$ cat config.mk
export PLATFORM = sky130hd
export DESIGN_NAME = mem_bus_arbiter
export DESIGN_NICKNAME = d
export VERILOG_FILES = /design/src/rtl/mem_bus_arbiter_pkg.sv /design/src/rtl/mem_bus_arbiter_arb_pick.sv /design/src/rtl/mem_bus_arbiter.sv
export SDC_FILE = /design/constraint.sdc
export NUM_CORES = 1
export LEC_CHECK = 0
export BUFFER_PORTS_ARGS = -buffer_cell sky130_fd_sc_hd__buf_2
export CAP_MARGIN = 20
export CORE_AREA = 2 2 110 112
export CTS_BUF_LIST = sky130_fd_sc_hd__clkbuf_4 sky130_fd_sc_hd__clkbuf_8
export DETAILED_ROUTE_END_ITERATION = 10
export DIE_AREA = 0 0 112 114
export PLACE_DENSITY = 0.59
export SYNTH_ARGS = -nofsm -noshare
export SYNTH_HDL_FRONTEND = slang
export SYNTH_SLANG_ARGS = --single-unit
$ cat constraint.sdc
create_clock -name clk -period 1.8 [get_ports clk]
set_input_delay 0.09 -clock clk [delete_from_list [all_inputs] [get_ports clk]]
set_output_delay 0.09 -clock clk [all_outputs]
set_load 0.01 [all_outputs]
$ cat src/rtl/mem_bus_arbiter_pkg.sv
// Shared definitions for the memory bus arbiter: FSM state codes, owner
// codes, default burst geometry and the write-ack data word.
package mem_bus_arbiter_pkg;

  localparam int LINE_BEATS_DEF = 8;
  localparam int LEN_W_DEF      = 8;

  localparam logic [1:0] ST_IDLE = 2'd0;
  localparam logic [1:0] ST_REQ  = 2'd1;
  localparam logic [1:0] ST_RESP = 2'd2;

  localparam logic OWN_IC = 1'b0;
  localparam logic OWN_DC = 1'b1;

  localparam logic [31:0] WR_ACK_DATA = 32'h0000_0000;

endpackage

$ cat src/rtl/mem_bus_arbiter_arb_pick.sv
// Owner picker for the memory bus arbiter.
// Default build: fixed priority, D-cache wins a tie.
// With ARB_RR_EN defined: a tie goes to the port that did not own the bus last.
module arb_pick
  import mem_bus_arbiter_pkg::*;
(
  input  logic i_ic_valid,
  input  logic i_dc_valid,
`ifdef ARB_RR_EN
  input  logic i_last_owner,
`endif
  output logic o_owner
);

  // Pick the owner from the two request valids.
  always_comb begin
    o_owner = OWN_IC;
`ifdef ARB_RR_EN
    if (i_ic_valid && i_dc_valid)
      o_owner = (i_last_owner == OWN_IC) ? OWN_DC : OWN_IC;
    else if (i_dc_valid)
      o_owner = OWN_DC;
`else
    if (i_dc_valid)
      o_owner = OWN_DC;
`endif
  end

endmodule

$ cat src/rtl/mem_bus_arbiter.sv
// Shares one memory port between I-cache refills and D-cache refills/writes.
// One transaction in flight; response beats are routed back to the owner with
// the last-beat marker generated from an internal beat counter.
// Optional build macro ARB_RR_EN: round-robin tie-break instead of dc-first.
//
// Handshake rule on every valid/ready pair: a transfer happens on a rising
// clk edge where valid and ready are both 1; the sender holds valid and
// payload stable until then, and ready may depend combinationally on valid.
module mem_bus_arbiter
  import mem_bus_arbiter_pkg::*;
#(
  parameter int LINE_BEATS = LINE_BEATS_DEF,
  parameter int LEN_W      = LEN_W_DEF
) (
  input  logic             clk,
  input  logic             rst,
  input  logic             ic_req_valid,
  output logic             ic_req_ready,
  input  logic [31:0]      ic_req_addr,
  output logic             ic_resp_valid,
  input  logic             ic_resp_ready,
  output logic [31:0]      ic_resp_data,
  output logic             ic_resp_last,
  input  logic             dc_req_valid,
  output logic             dc_req_ready,
  input  logic [31:0]      dc_req_addr,
  input  logic             dc_req_wen,
  input  logic [31:0]      dc_req_wdata,
  output logic             dc_resp_valid,
  input  logic             dc_resp_ready,
  output logic [31:0]      dc_resp_data,
  output logic             dc_resp_last,
  output logic             mem_req_valid,
  input  logic             mem_req_ready,
  output logic [31:0]      mem_req_addr,
  output logic             mem_req_wen,
  output logic [31:0]      mem_req_wdata,
  output logic [LEN_W-1:0] mem_req_len,
  input  logic             mem_resp_valid,
  output logic             mem_resp_ready,
  input  logic [31:0]      mem_resp_data,
  output logic [1:0]       o_dbg_state
);

  localparam logic [LEN_W-1:0] READ_LEN = LEN_W'(LINE_BEATS - 1);

  logic [1:0]       r_state;
  logic             r_owner;
  logic [LEN_W-1:0] r_cnt;
  logic             r_wr;
`ifdef ARB_RR_EN
  logic             r_last_owner;
`endif

  logic w_pick;
  logic w_req_fire;
  logic w_resp_fire;
  logic w_cnt_zero;

  arb_pick u_pick (
    .i_ic_valid   (ic_req_valid),
    .i_dc_valid   (dc_req_valid),
`ifdef ARB_RR_EN
    .i_last_owner (r_last_owner),
`endif
    .o_owner      (w_pick)
  );

  assign w_cnt_zero  = (r_cnt == '0);
  assign w_req_fire  = (r_state == ST_REQ) && mem_req_valid && mem_req_ready;
  assign w_resp_fire = (r_state == ST_RESP) && mem_resp_valid && mem_resp_ready;
  assign o_dbg_state = r_state;

  // Steer request and response channels according to state and owner.
  always_comb begin
    ic_req_ready   = 1'b0;
    dc_req_ready   = 1'b0;
    ic_resp_valid  = 1'b0;
    ic_resp_data   = '0;
    ic_resp_last   = 1'b0;
    dc_resp_valid  = 1'b0;
    dc_resp_data   = '0;
    dc_resp_last   = 1'b0;
    mem_req_valid  = 1'b0;
    mem_req_addr   = '0;
    mem_req_wen    = 1'b0;
    mem_req_wdata  = '0;
    mem_req_len    = '0;
    mem_resp_ready = 1'b0;
    case (r_state)
      ST_REQ: begin
        if (r_owner == OWN_DC) begin
          mem_req_valid = dc_req_valid;
          mem_req_addr  = dc_req_addr;
          mem_req_wen   = dc_req_wen;
          mem_req_wdata = dc_req_wdata;
          mem_req_len   = dc_req_wen ? '0 : READ_LEN;
          dc_req_ready  = mem_req_ready;
        end else begin
          mem_req_valid = ic_req_valid;
          mem_req_addr  = ic_req_addr;
          mem_req_len   = READ_LEN;
          ic_req_ready  = mem_req_ready;
        end
      end
      ST_RESP: begin
        if (r_owner == OWN_DC) begin
          dc_resp_valid  = mem_resp_valid;
          dc_resp_data   = r_wr ? WR_ACK_DATA : mem_resp_data;
          dc_resp_last   = w_cnt_zero;
          mem_resp_ready = dc_resp_ready;
        end else begin
          ic_resp_valid  = mem_resp_valid;
          ic_resp_data   = mem_resp_data;
          ic_resp_last   = w_cnt_zero;
          mem_resp_ready = ic_resp_ready;
        end
      end
      default: ;
    endcase
  end

  // Arbitration FSM and beat counter.
  always_ff @(posedge clk) begin
    if (rst) begin
      r_state <= ST_IDLE;
      r_owner <= OWN_IC;
      r_cnt   <= '0;
      r_wr    <= 1'b0;
    end else begin
      case (r_state)
        ST_IDLE: begin
          if (ic_req_valid || dc_req_valid) begin
            r_owner <= w_pick;
            r_state <= ST_REQ;
          end
        end
        ST_REQ: begin
          if (w_req_fire) begin
            r_cnt   <= mem_req_len;
            r_wr    <= mem_req_wen;
            r_state <= ST_RESP;
          end
        end
        ST_RESP: begin
          if (w_resp_fire) begin
            if (w_cnt_zero)
              r_state <= ST_IDLE;
            else
              r_cnt <= r_cnt - LEN_W'(1);
          end
        end
        default: r_state <= ST_IDLE;
      endcase
    end
  end

`ifdef ARB_RR_EN
  // Remember who last won the bus, for the round-robin tie-break.
  always_ff @(posedge clk) begin
    if (rst)
      r_last_owner <= OWN_IC;
    else if (w_req_fire)
      r_last_owner <= r_owner;
  end
`endif

endmodule

==> impl_metrics.toml <==
[global_route]
grt_max_degree = 70
globalRouteMet2Util = 0.2267
grt_overflow_total = 0
met1_usage = 0.1756
grtUsageMet3 = 0.03773
grt_pass1_vias = 2591
antenna_found_initial = 1
grt-busiest-layer = "met2"
grt_pass1_wl_um = 13900
grtUsageTotal = 0.1328

[sta]
final-setup-viol-count = 0
drv_slew = 0
final_hold_viol_count = 0
fin_crit_ns = 1.713
worst_pin_slew_ns = 0.5708
max_freq_mhz = 583.8
timing.slew.headroom = 0.6163
fin_crit_sh = 0.9516
finClkSkew_ns = 0.001581
holdWs_ns = 0.1343
fin_setup_tns_ns = 0

[yosys]
syn_area_per_cell_um2 = 6.916
syn_area_um2 = 2019
seq_area_frac_synth = 0.1190
synthCells = 292
synth-simple-area-share = 0.5000
muxShareOfSynthArea = 0.1741
synthArstFlopShare = 0
yosys.area_share.xor_xnor = 0
synth_flop_cell = "dfxtp_1"
ys_ff_latch = 12
synthAdderAreaFrac = 0.01239
synth_top_family_by_area = "simple AND/OR/NAND/NOR gates"
synth-edff-count = 0
yosysWarnings = 0
synth_compound_area_frac = 0.09603
ys_types = 42

[drt]
wire_per_inst_um = 13.58
drt-total-wl_um = 9572
initialDrtViolationCount = 97
drc_errors = 0
antenna_left = 0
via_per_inst = 4.180
vias = 2947
first_pass_iters = 4

[cts]
cts_buffer_depth = 2
cts_made_buffers = 3
insertion_delay_ns = 0.24
ctsHoldBuffers = 0
cts_htree_levels = 1
clkTransAtPathRegs_ns = 0.06
root_buffer = "clkbuf_8"
cts_tree = "built"
clkSinkCount = 12

[setup_path]
cp_cell_sequence = "inv_1, ha_2, nor4b_4, nand2_2, nor2_2, buf_2"
worstPathRequired_ns = 1.71
cp.arrival_ns = 1.62
cp-start-kind = "flip-flop"
cp-end-kind = "primary output"
critical_path.max_fanout = 6
crit_buf_inv = 2
crit_type = "flip-flop to primary output"
critical-path-top-delay-family = "simple AND/OR/NAND/NOR gates"
cpMaxStageDelayCell = "dfxtp_2"
critical-path-max-stage-delay_ns = 0.33

[power]
p_int_w = 0.0008005
cellLeakagePower_nw = 2.258
total_power_w = 0.001297
pwr-share-comb = 0.543
p_clk_frac = 0.228
p_per_area_nw_per_um2 = 357.7
ir_drop_mv = 0.3347
pwr-share-seq = 0.229
switching_power_w = 0.0004968
switching_share = 0.3829

[floorplan]
dieArea_um2 = 12770
die_h_um = 114
start_util = 0.1724
die_w_um = 112
boundaryPins = 284
coreArea_um2 = 11710
rows = 40

[placed_design]
finalWeightedCongestion = 0.8426
place_hpwl_um = 8192
place.port_buffers = 278

[final_layout]
fill_cells = 1334
fin_nets = 697
layout-drive-gt1-share = 0.5583
multi_input_area_um2 = 1614
register_area_um2 = 246.5
area_growth_pct = 79.62

[flow_run]
max_cap_violations = 0

[min_path]
worst_hold_path_type = "input pin to flip-flop"

[outcome]
run_status = "complete, no violations"
[power by group through the flow]
stage | Sequential (W) | Combinational [W] | Clock [W]
after CTS | 0.000296 | 0.000699 | 0.000302
after global placement | 0.000302 | 0.000697 | 0
final | 0.000297 | 0.000705 | 0.000295
after global routing | 0.000300 | 0.000776 | 0.000316
after floorplan | 0.000296 | 0.000379 | 0
after detailed placement | 0.000302 | 0.000697 | 0
[cells in the final DEF, fill, tap and decap left out, types with 4 or more instances in the layout]
cell	synthesis	routed
buf_2	5	278
and2_1	65	65
nor2_1	48	47
and3_1	36	36
mux2i_1	34	34
dfxtp_1	12	9
inv_1	8	7
buf_4	8	7
nand2_1	7	6
o211ai_1	5	5
conb_1	1	5
nor3_1	5	4
a21oi_1	4	4
a31oi_1	4	4
clkbuf_8	0	4
[logic make-up (layout without fill, tap and decap cells)]
logic type                 count (synthesis)  in the layout
AOI/OAI and AO/OA                         26             26
adders and majority gates                  2              2
buffers and inverters                     39            300
DFF                                       12             12
muxes                                     35             35
other                                      1              6
and+or+nand+nor                          177            177
[cell usage after synthesis (all sizes together) (2+ instances only)]
library cell	n	share of area
nor2b	2	0.0062
ha	2	0.012
o211ai	5	0.019
clkbuf	16	0.032
a21oi	5	0.014
o22ai	2	0.0062
a22oi	2	0.0074
nor3	5	0.012
a31oi	4	0.012
and2	65	0.20
o311ai	2	0.0087
inv	8	0.015
dfxtp	12	0.12
a2111oi	2	0.012
nand4	2	0.0062
nand2	7	0.013
or3	2	0.0062
mux2i	34	0.17
nand2b	3	0.014
nor4	2	0.0093
and3	36	0.11
nor2	48	0.089
nand3	4	0.019
buf	15	0.050
[timing repair]
action                     CTS  global route
pin swaps                    0             1
hold endpoints to repair     0             0
setup endpoints to repair    1            38
setup buffers                0             3
gates resized for setup      1             7
[state kept, by name, indices dropped and copies added, names as in the netlist]
signal,flops
r_wr,1
o_dbg_state,2
r_cnt,8
r_owner,1
[path summary, 6_finish.rpt]
kind / start / endpoint / slack [ns] / cells after the start
worst max-delay path: r_cnt[0] / dc_resp_last / 0.09 / 6
worst min-delay path: dc_req_valid / r_owner / 0.13 / 3
worst max register to register: r_cnt[0] / o_dbg_state[1] / 0.11 / 7
worst min register to register: r_cnt[0] / r_cnt[0] / 0.49 / 2
[per-layer routing]
metal / part of all wire / wire length [um]
met4: 0.0050 / 48
met3: 0.096 / 915
met2: 0.49 / 4655
met1: 0.41 / 3953
met5: 0 / 0
[worst min-delay path, delay by kind of cell]
kind,cells,cell delay (ns)
and+or+nand+nor,1,0.07
AOI/OAI and AO/OA,1,0.08
buffers and inverters,1,0.10
[layout make-up]
type,count,area share
Multi-Input combinational cell,245,0.4450
Timing Repair Buffer,288,0.4122
Sequential cell,12,0.06795
Tap cell,147,0.05071
Clock buffer,4,0.01518
Inverter,8,0.008279
Antenna cell,1,0.0006899
[per-stage QoR]
stage / instance area, um2 / std cells / setup WS, ns / utilization
3_5_place_dp: 3528 / 697 / 0.1177 / 0.3013
5_1_grt: 3625 / 704 / -0.02327 / 0.3095
3_3_place_gp: 3528 / 697 / 0.1320 / 0.3013
6_report: 3627 / 705 / 0.08714 / 0.3097
4_1_cts: 3586 / 701 / 0.02864 / 0.3062
2_1_floorplan: 2034 / 296 / 0.2165 / -
Note: power is estimated with default switching activity, not from simulation.
